===== src/rtl/pc_fetch_ctrl.sv =====
// Program counter and instruction fetch control for the multicycle RV32I core.
// Selects the next pc, runs the imem handshake and holds ir for decode.
module pc_fetch_ctrl #(
    parameter logic [31:0] RESET_VEC = 32'h0000_0000
) (
    input  logic        clk,
    input  logic        rst,
    input  logic [2:0]  pc_source,
    input  logic        pc_write,
    input  logic        fetch_go,
    input  logic [31:0] jalr,
    input  logic [31:0] branch,
    input  logic [31:0] jal,
    input  logic [31:0] mtvec,
    input  logic [31:0] mepc,
    output logic        imem_req,
    output logic [31:0] imem_addr,
    input  logic        imem_ack,
    input  logic [31:0] imem_rdata,
    output logic [31:0] pc,
    output logic [31:0] pc_plus4,
    output logic [31:0] ir,
    output logic        ir_valid,
    output logic        misalign_err
);

    typedef enum logic [1:0] {
        IDLE  = 2'd0,
        FETCH = 2'd1,
        VALID = 2'd2
    } state_t;

    state_t      state;
    state_t      state_nx;
    logic [31:0] cand;
    logic        hold_sel;
    logic        wr_ok;
    logic        bad_tgt;
    logic        pc_load;
    logic        ir_load;
    logic        ir_clr;

    assign pc_plus4  = pc + 32'd4;
    assign imem_addr = pc;
    assign imem_req  = (state == FETCH);

    // Next-pc candidate mux; jalr drops bit 0, selects 6/7 hold pc.
    always_comb begin
        cand     = pc;
        hold_sel = 1'b0;
        unique case (pc_source)
            3'd0:    cand = pc_plus4;
            3'd1:    cand = {jalr[31:1], 1'b0};
            3'd2:    cand = branch;
            3'd3:    cand = jal;
            3'd4:    cand = mtvec;
            3'd5:    cand = mepc;
            default: hold_sel = 1'b1;
        endcase
    end

    // Write acceptance: writes are ignored while a fetch is outstanding.
    always_comb begin
        wr_ok   = pc_write && (state != FETCH);
        bad_tgt = wr_ok && !hold_sel && (cand[1:0] != 2'b00);
        pc_load = wr_ok && !bad_tgt;
    end

    // Fetch FSM state register.
    always_ff @(posedge clk or posedge rst) begin
        if (rst) begin
            state <= IDLE;
        end else begin
            state <= state_nx;
        end
    end

    // Fetch FSM next state and ir strobes; a rejected write still advances.
    always_comb begin
        state_nx = state;
        ir_load  = 1'b0;
        ir_clr   = 1'b0;
        unique case (state)
            IDLE: begin
                if (fetch_go) begin
                    state_nx = FETCH;
                end
            end
            FETCH: begin
                if (imem_ack) begin
                    ir_load  = 1'b1;
                    state_nx = VALID;
                end
            end
            VALID: begin
                if (pc_write) begin
                    ir_clr   = 1'b1;
                    state_nx = IDLE;
                end
            end
            default: begin
                state_nx = IDLE;
            end
        endcase
    end

    // Program counter register.
    always_ff @(posedge clk or posedge rst) begin
        if (rst) begin
            pc <= RESET_VEC;
        end else if (pc_load) begin
            pc <= cand;
        end
    end

    // Instruction register and its valid flag.
    always_ff @(posedge clk or posedge rst) begin
        if (rst) begin
            ir       <= 32'h0;
            ir_valid <= 1'b0;
        end else if (ir_load) begin
            ir       <= imem_rdata;
            ir_valid <= 1'b1;
        end else if (ir_clr) begin
            ir_valid <= 1'b0;
        end
    end

    // One-cycle pulse for a write rejected on a misaligned target.
    always_ff @(posedge clk or posedge rst) begin
        if (rst) begin
            misalign_err <= 1'b0;
        end else begin
            misalign_err <= bad_tgt;
        end
    end

endmodule


===== config.mk =====
export PLATFORM = sky130hd
export DESIGN_NAME = pc_fetch_ctrl
export DESIGN_NICKNAME = d
export VERILOG_FILES = /design/src/rtl/pc_fetch_ctrl.sv
export SDC_FILE = /design/constraint.sdc
export NUM_CORES = 1
export LEC_CHECK = 0
export CAP_MARGIN = 10
export CELL_PAD_IN_SITES_DETAIL_PLACEMENT = 0
export CELL_PAD_IN_SITES_GLOBAL_PLACEMENT = 2
export CORE_UTILIZATION = 21
export DETAILED_ROUTE_END_ITERATION = 12
export GPL_ROUTABILITY_DRIVEN = 1
export GPL_TIMING_DRIVEN = 0
export PLACE_DENSITY = 0.95
export SYNTH_ARGS = -nofsm -noshare
export SYNTH_HDL_FRONTEND = slang
export SYNTH_SLANG_ARGS = --single-unit

===== constraint.sdc =====
create_clock -name clk -period 3.53 [get_ports clk]
set_input_delay 0.5295 -clock clk [delete_from_list [all_inputs] [get_ports clk]]
set_output_delay 0.5295 -clock clk [all_outputs]
set_load 0.05 [all_outputs]

; After elaboration in Yosys (flattened, before gate mapping)
; Index checks and enable logic that the tools add are counted.
[op_classes]
n_addsub = 1
eq_ne = 11
n_mux = 11
reduce_logical = 13
[ops]
columns = cell, count
row1 = 32-bit one-hot mux with 6 select lines, 1
row2 = 32-bit by 3-bit adder with 32-bit output (second input constant), 1
row3 = 3-bit by 2-bit == test with 1-bit output (second input constant), 2
row4 = 3-bit == test (second input constant), 2
row5 = 1-bit two-way mux, 6
row6 = 2-bit two-way mux, 3
row7 = 2-bit one-hot mux with 3 select lines, 1
row8 = 6-bit nonzero test, 1
row9 = 6-bit OR reduction, 1
row10 = 1-bit logical AND, 4
row11 = 2-bit by 1-bit inequality test with 1-bit output (second input constant), 2
row12 = 2-bit inequality test (second input constant), 2
row13 = 2-bit nonzero test, 2
row14 = 3-bit by 1-bit == test with 1-bit output (second input constant), 1
row15 = 3-bit zero test, 1
row16 = 3-bit AND reduction, 1
row17 = 2-bit by 1-bit == test with 1-bit output (second input constant), 1
row18 = 2-bit == test (second input constant), 1
row19 = 2-bit zero test, 1
row20 = 2-bit AND reduction, 1
row21 = 1-bit zero test, 1
[word_totals]
ff_bits = 68
inputBits = 200
word_cells = 42

; Depth between registers and ports, before layout
; Gate-level depths: netlist of run 1.
[depth]
depth_word = 7
ltp_mapped = 10
ltp_nobuf = 7

; Worst setup path before layout of run 1
; No wires, ideal clock.
[synth_path]
path_kind = register to output
start = register pc[2] (netlist: imem_addr[2])
end = output port pc_plus4[18]
t_arrival_ns = 2.705
required_time_ns = 3.000
path_slack_ns = 0.295
path_stages_with_launch = 7
path_cell_list = dfrtp_1 -> ha_1 -> nand3_1 -> nor3_1 -> and4_1 -> and3_1 -> xor2_1
[synth_via]
elab_chain_cells = 1
[synth_lines]
columns = item, line_no
row1 = "start, declared", 20  ; output logic [31:0] pc,
row2 = "start signal, assigned", 112  ; pc <= cand;
row3 = 32-bit by 3-bit adder with 32-bit output, 43  ; assign pc_plus4 = pc + 32'd4;
row4 = "end, declared", 21  ; output logic [31:0] pc_plus4,
; No other way between the ends.

; Worst setup path in the final report of run 1
[layout_path]
start = register pc[3] (netlist: imem_addr[3])
end = output port pc_plus4[20]
; Same word-level chain as after synthesis.

==> impl_metrics.csv, run 1 <==
group,metric,value,unit
run_status,status,"finished clean",
synth,async_flop_share,100.0,%
synth,yosysTopAreaCellShare,33.81,%
setup_path,crit_arrival,2.88,ns
synth,synthAdderAreaFrac,0.2486,%
setup_path,r2r_end,"imem_addr[23]",
clock_tree,root_buffer,"clkbuf_16",
sta,timing.fmax,293.1,MHz
sta,hold_violations,0,
floorplanning,start_util,21.44,%
sta,clock_skew,0.008672,ns
floorplanning,die_width,156.8,um
synth,synthCells,573,
synth,avgSynthCellArea,8.785,um2
synth,synth_fp_nets,774,
global_route,grt_pass1_wl,35.61,mm
synth,synth_edf_count,0,
placement,dp_slack,0.001336,ns
synth,synthSimpleGateAreaFrac,14.44,%
placement,place.gp.congestion,0.8261,
setup_path,rrSetupSlack,1.03,ns
setup_path,rr_worst_depth,7,
route,wl_per_cell,19.86,um
clock_tree,insertion_delay,0.34,ns
setup_path,critPathMaxFanout,7,
layout,synthToLayoutAreaGrowth,80.56,%
setup_path,crit_slowest_cell,"clkdlybuf4s50_1",
synth,synthesis.area,0.005034,mm2
layout,final_area,0.009089,mm2
layout,final_util,38.72,%
setup_path,cp.required,3.00,ns
job,cap_viol_max_count,0,
synth,synth.largest_area_cell,"dfrtp_1",
synth,ys_seq_area_share,33.81,%
clock_tree,cts_hold_buf,0,
clock_tree,cts_buffer_depth,2,
synth,synth_mux_area_share,15.29,%
route,vias_per_cell,4.760,
setup_path,r2r_start,"imem_addr[1]",
floorplanning,die_y,156.8,um
setup_path,crit_buf_inv,1,
setup_path,cp_cell_sequence,"ha_1 > and3_1 > nand2_1 > nor3_2 > xor2_1 > clkdlybuf4s50_1",
route,detail-route-antenna-nets,0,
global_route,antenna_found_initial,1,
floorplanning,die_area,0.02459,mm2
synth,yosys_warnings,0,
power_and_ir_drop,leakagePower,3.814,nW
power_and_ir_drop,powerDensity,921.2,mW/mm2
route,postRouteWirelength,24.55,mm
setup_path,slowest_delay,0.83,ns
synth,synth_compound_area_share,21.18,%
setup_path,worstSetupPathType,"reg2out",
sta,tns,0,ns
setup_path,end_kind,"output pin",
setup_path,cp-start-kind,"flop",
worst_hold_path,min_path_type,"in2async",
synth,synth-main-ff-cell,"dfrtp_1",
placement,post-dp-hpwl,19.84,mm
clock_tree,cts_buffers,9,
route,initialDrtViolationCount,374,
floorplanning,io_pins,331,
clock_tree,clk_pin_slew,0.06,ns
placement,place_area,0.008726,mm2
sta,worstMarginPinSlew,0.7539,ns
global_route,grt_max_degree,67,
sta,rsz0062_at_grt,"no",
route,drt-pass1-iter-count,5,
synth,synthTopCellsByArea,"dfrtp_1 (34%), mux2_2 (9.2%), buf_4 (5.4%), mux2i_1 (5.4%), a21oi_1 (4.3%)",
layout,drive_gt1_share,14.08,%
sta,slew_headroom,49.36,%
synth,synth_top_family_by_area,"compound AO/OA/AOI/OAI gates",
global_route,grt_pass1_vias,5785,
synth,synth_xor_xnor_area_share,4.872,%
synth,ys_types,49,
sta,slew_viol_final,0,
sta,setup_slack,0.1176,ns
synth,synth_most_common_cell,"dfrtp_1",
clock_tree,ctsHtreeMaxLevel,3,
layout,final_nets,1112,
floorplanning,core_area,0.02347,mm2
sta,whs,0.3990,ns
placement,port_buffers,326,
route,remaining_drc_errors,0,
global_route,grt_overflow,0,
floorplanning,row_count,56,
power_and_ir_drop,irDropWorstVdd,414.3,uV
sta,period_share,96.67,%
setup_path,critPathTopFamily,"buffers and inverters",
synth,synth-seq-cells,68,
synth,synth_top_cells_by_count,"dfrtp_1 (68), nor2_1 (55), a21oi_1 (43)",
layout,fillers,2401,
clock_tree,cts_sinks,68,
clock_tree,tritoncts,"built",
route,vias,5883,
sta,setup_violations,0,
global_route,gr-usage-all-layers,19.67,%
sta,period_minus_slack,3.412,ns
## sequential cells by signal, summed over array words and instances, names as in the netlist
signal,flops
ir_valid,1
state,2
ir,32
misalign_err,1
imem_addr,32
## worst max-delay path by stage
| stage | start | to | slack, ns | depth (start not counted) |
|---|---|---|---|---|
| 3_3_place_gp | rst | imem_addr[2] | -0.11 | 2 |
| 2_1_floorplan | imem_addr[2] | pc_plus4[18] | 0.30 | 6 |
| 6_report | imem_addr[3] | pc_plus4[20] | 0.12 | 6 |
| 4_1_cts | imem_addr[2] | pc_plus4[26] | 0.003 | 7 |
| 5_1_grt | imem_addr[3] | pc_plus4[20] | 0.01 | 6 |
| 3_5_place_dp | imem_addr[2] | pc_plus4[18] | 0.001 | 7 |
## cell type report
type	count	area, um2	share of cell area (%)
antenna	1	2.502	0.02753
multi-input combinational	417	2849	31.35
tap	319	399.1	4.392
inverter	10	40.04	0.4405
sequential	68	1703	18.74
timing repair buffer	327	3281	36.10
clock buffer	10	229.0	2.519
clock inverter	6	111.4	1.225
buffer	78	474.2	5.218
## worst register-to-register path: cells and delay by family (launching register included)
kind / cells / cell delay [ns]
compound gates: 4 / 0.63
buf+inv: 1 / 0.47
flops: 1 / 0.48
simple gates: 2 / 0.85
## power by group
part           leakage, nW  internal, mW  switching, mW  total (mW)
clock network        0.163         0.692          0.381        1.07
registers            0.834          1.16          0.503        1.66
logic                 2.82          2.03           3.61        5.64
total                 3.81          3.88           4.50        8.37
## kinds of logic (layout without fill, tap and decap cells)
kind of cell / after synthesis / after routing
compound gates: 167 / 167
xor+xnor: 28 / 28
fa+ha+maj: 1 / 1
buf+inv: 88 / 431
flops: 68 / 68
mux: 70 / 70
other cells: 0 / 1
simple gates: 151 / 151
## timing repair
item                                    CTS  global route
endpoints found under the setup margin   13            16
gates resized for setup                  17            21
buffers inserted                          0             0
## metal layers
layer	part of all wire, %	GRT usage, %	vias to the layer above
met4	2.8	7.890	0
met2	48	31.77	272
met5	0	0	-
li1	-	-	2736
met1	42	25.14	2834
met3	6.6	4.514	41
## per-stage QoR
stage | instances | total power, mW
floorplan | 573 | 5.249
global placement | 1218 | 7.318
detailed placement | 1219 | 7.382
CTS | 1235 | 8.428
global route | 1235 | 8.720
finish | 1236 | 8.373
## layout by cell type, fill, tap and decap left out, drive strengths merged, types with 12 or more instances in the layout
cell type and n:
mux2 42, clkbuf 35, a21oi 43, nor2 55, a22oi 21, dfrtp 68, nor3 14, mux2i 27
buf 59, o221ai 12, xor2 18, clkdlybuf4s50 308, and3 15, o21ai 52, nand2 36
Power figures use the tool's default switching activity.
==> inputs of run 2 (changes only) <==
Settings changed: CTS_CLUSTER_SIZE set to 10.
==> results of run 2 <==
No change in the layout: final DEF, timing and power equal those of run 1.
==> inputs of run 3 (changes only) <==
Settings changed: CELL_PAD_IN_SITES_DETAIL_PLACEMENT 0 to not set, CELL_PAD_IN_SITES_GLOBAL_PLACEMENT 2 to not set, CORE_AREA set to 2 2 127 129, CORE_UTILIZATION 21 to not set, DIE_AREA set to 0 0 129 131, PLACE_DENSITY 0.95 to 0.84.
==> run 3 against run 2 <==
Compared with the run above: wire length shrank 6.8%; first-iteration DRC count is 48% higher; die area is 31% lower; register-to-register slack is essentially flat; clock skew is 0.0013 ns lower; cell area fell by 2.4%; critical path type unchanged.
==> impl_metrics.csv, run 3 (synthesis gave the netlist of run 1 again) <==
group,metric,value,unit
power_and_ir_drop,irDropWorstVdd,565.0,uV
route,detail-route-antenna-nets,0,
sta,slew_headroom,42.09,%
setup_path,endpoint,"pc_plus4[17]",
floorplanning,io_pins,331,
layout,drive_gt1_share,13.33,%
global_route,grt_overflow,0,
setup_path,slowest_delay,0.83,ns
setup_path,crit_slowest_cell,"clkdlybuf4s50_1",
setup_path,critPathLaunch,"imem_addr[6]",
floorplanning,die_width,129,um
layout,antennaDiodeCount,0,
placement,dp_slack,0.1292,ns
power_and_ir_drop,sw_frac_of_total,54.19,%
clock_tree,clk_pin_slew,0.06,ns
route,wl_per_cell,20.24,um
setup_path,rr_worst_depth,7,
setup_path,end_kind,"output pin",
layout,final_common_cell,"clkdlybuf4s50_1",
setup_path,crit_arrival,2.90,ns
clock_tree,tritoncts,"built",
clock_tree,ctsHtreeMaxLevel,3,
placement,place.gp.congestion,0.9001,
sta,hold_violations,0,
route,top_layer,"met4",
setup_path,rrSetupSlack,1.03,ns
route,drt-met1-wl,9.298,mm
power_and_ir_drop,powerDensity,924.1,mW/mm2
global_route,antenna_found_initial,0,
sta,setup_slack,0.09601,ns
route,wl_met3,1.826,mm
route,drt-pass1-iter-count,5,
global_route,grt_pass1_wl,32.84,mm
clock_tree,root_buffer,"clkbuf_16",
layout,fillers,1368,
global_route,grt_pass1_vias,5827,
floorplanning,core_area,0.01560,mm2
setup_path,cp.required,3.00,ns
sta,clock_skew,0.007417,ns
route,wl_met2,10.88,mm
layout,layoutNonFillerInstCount,1131,
power_and_ir_drop,combinationalPowerShare,68.5,%
global_route,grt_max_degree,69,
route,vias_per_cell,5.285,
power_and_ir_drop,pwr-share-clk,11.4,%
setup_path,critPathMaxFanout,8,
power_and_ir_drop,p_sw,4.443,mW
placement,post-dp-hpwl,18.37,mm
floorplanning,start_util,32.27,%
route,postRouteWirelength,22.89,mm
floorplanning,die_area,0.01690,mm2
run_status,status,"finished clean",
route,initialDrtViolationCount,553,
clock_tree,cts_buffer_depth,2,
clock_tree,insertion_delay,0.35,ns
worst_hold_path,min_path_type,"reg2reg",
layout,final_nets,1111,
placement,dp_cells,1115,
sta,setup_violations,0,
sta,tns,0,ns
layout,synthToLayoutAreaGrowth,76.24,%
placement,port_buffers,326,
setup_path,cp-start-kind,"flop",
setup_path,worstSetupPathType,"reg2out",
clock_tree,cts_buffers,9,
route,remaining_drc_errors,0,
setup_path,cp_cell_sequence,"buf_2 > nand3_1 > nor3_2 > and2_1 > xor2_1 > clkdlybuf4s50_1",
sta,period_share,97.28,%
power_and_ir_drop,p_int,3.755,mW
setup_path,r2r_start,"imem_addr[1]",
power_and_ir_drop,power_frac_seq,20.1,%
setup_path,r2r_end,"imem_addr[12]",
floorplanning,row_count,46,
job,cap_viol_max_count,0,
power_and_ir_drop,leakagePower,3.756,nW
sta,slew_viol_final,0,
sta,worstMarginPinSlew,0.8686,ns
floorplanning,die_y,131,um
layout,most-common-layout-cells,"clkdlybuf4s50_1 (312), dfrtp_1 (68), nor2_1 (55)",
clock_tree,cts_sinks,68,
route,vias,5977,
global_route,gr-usage-all-layers,26.08,%
sta,period_minus_slack,3.434,ns
sta,timing.fmax,291.2,MHz
## run 3: stage by stage
stage	hold slack [ns]	area, um2	total power, mW	util [%]
CTS	0.4647	8862	8.219	56.82
global placement	0.4476	8567	7.237	54.93
detailed placement	0.4348	8569	7.306	54.94
floorplan	0.4254	5034	5.249	-
global route	0.4960	8871	8.486	56.87
finish	0.4651	8871	8.198	56.87
## run 3: timing repair
item / 4_1_cts / 5_1_grt
hold endpoints to repair: 0 / 0
hold buffers: 0 / 0
cloned: 0 / 0
resized for setup: 8 / 15
setup buffers: 0 / 0
endpoints found under the setup margin: 8 / 12
pin swaps: 0 / 0
## run 3: worst min path at each step
| stage | start | end | slack [ns] | cells past startpoint |
|---|---|---|---|---|
| final | state[1] | state[0] | 0.47 | 1 |
| after global placement | state[1] | state[0] | 0.45 | 1 |
| after CTS | state[1] | state[0] | 0.46 | 1 |
| after floorplan | state[1] | state[0] | 0.43 | 1 |
| after detailed placement | state[1] | state[0] | 0.43 | 1 |
| after global routing | state[1] | state[0] | 0.50 | 1 |
## run 3: cell type report
class	count	area (um2)	area share, %
Clock inverter	6	63.81	0.7193
Tap cell	216	270.3	3.047
Sequential cell	68	1702	19.18
Timing Repair Buffer	326	3253	36.67
Inverter	10	40.04	0.4513
Multi-Input combinational cell	417	2829	31.89
Buffer	78	474.2	5.346
Clock buffer	10	239.0	2.694
## run 3: metal layers
layer	track usage [%]	vias up
li1	-	2738
met2	42.76	355
met1	32.72	2830
met4	11.76	0
met5	0	-
met3	6.270	54
## run 3: critical path: cells and delay by family (launching register included)
| kind | cells | cell delay, ns |
|---|---|---|
| buffers and inverters | 2 | 1.02 |
| flip-flops | 1 | 0.39 |
| XOR/XNOR | 1 | 0.17 |
| AND/OR/NAND/NOR | 3 | 0.96 |
## run 3: power groups by stage
stage          combinational [mW]  clock [mW]  sequential [mW]
3_3_place_gp                 5.61           0             1.63
3_5_place_dp                 5.65           0             1.65
5_1_grt                      5.82       0.961             1.71
6_report                     5.62       0.934             1.65
2_1_floorplan                2.40           0             2.85
4_1_cts                      5.64       0.942             1.64
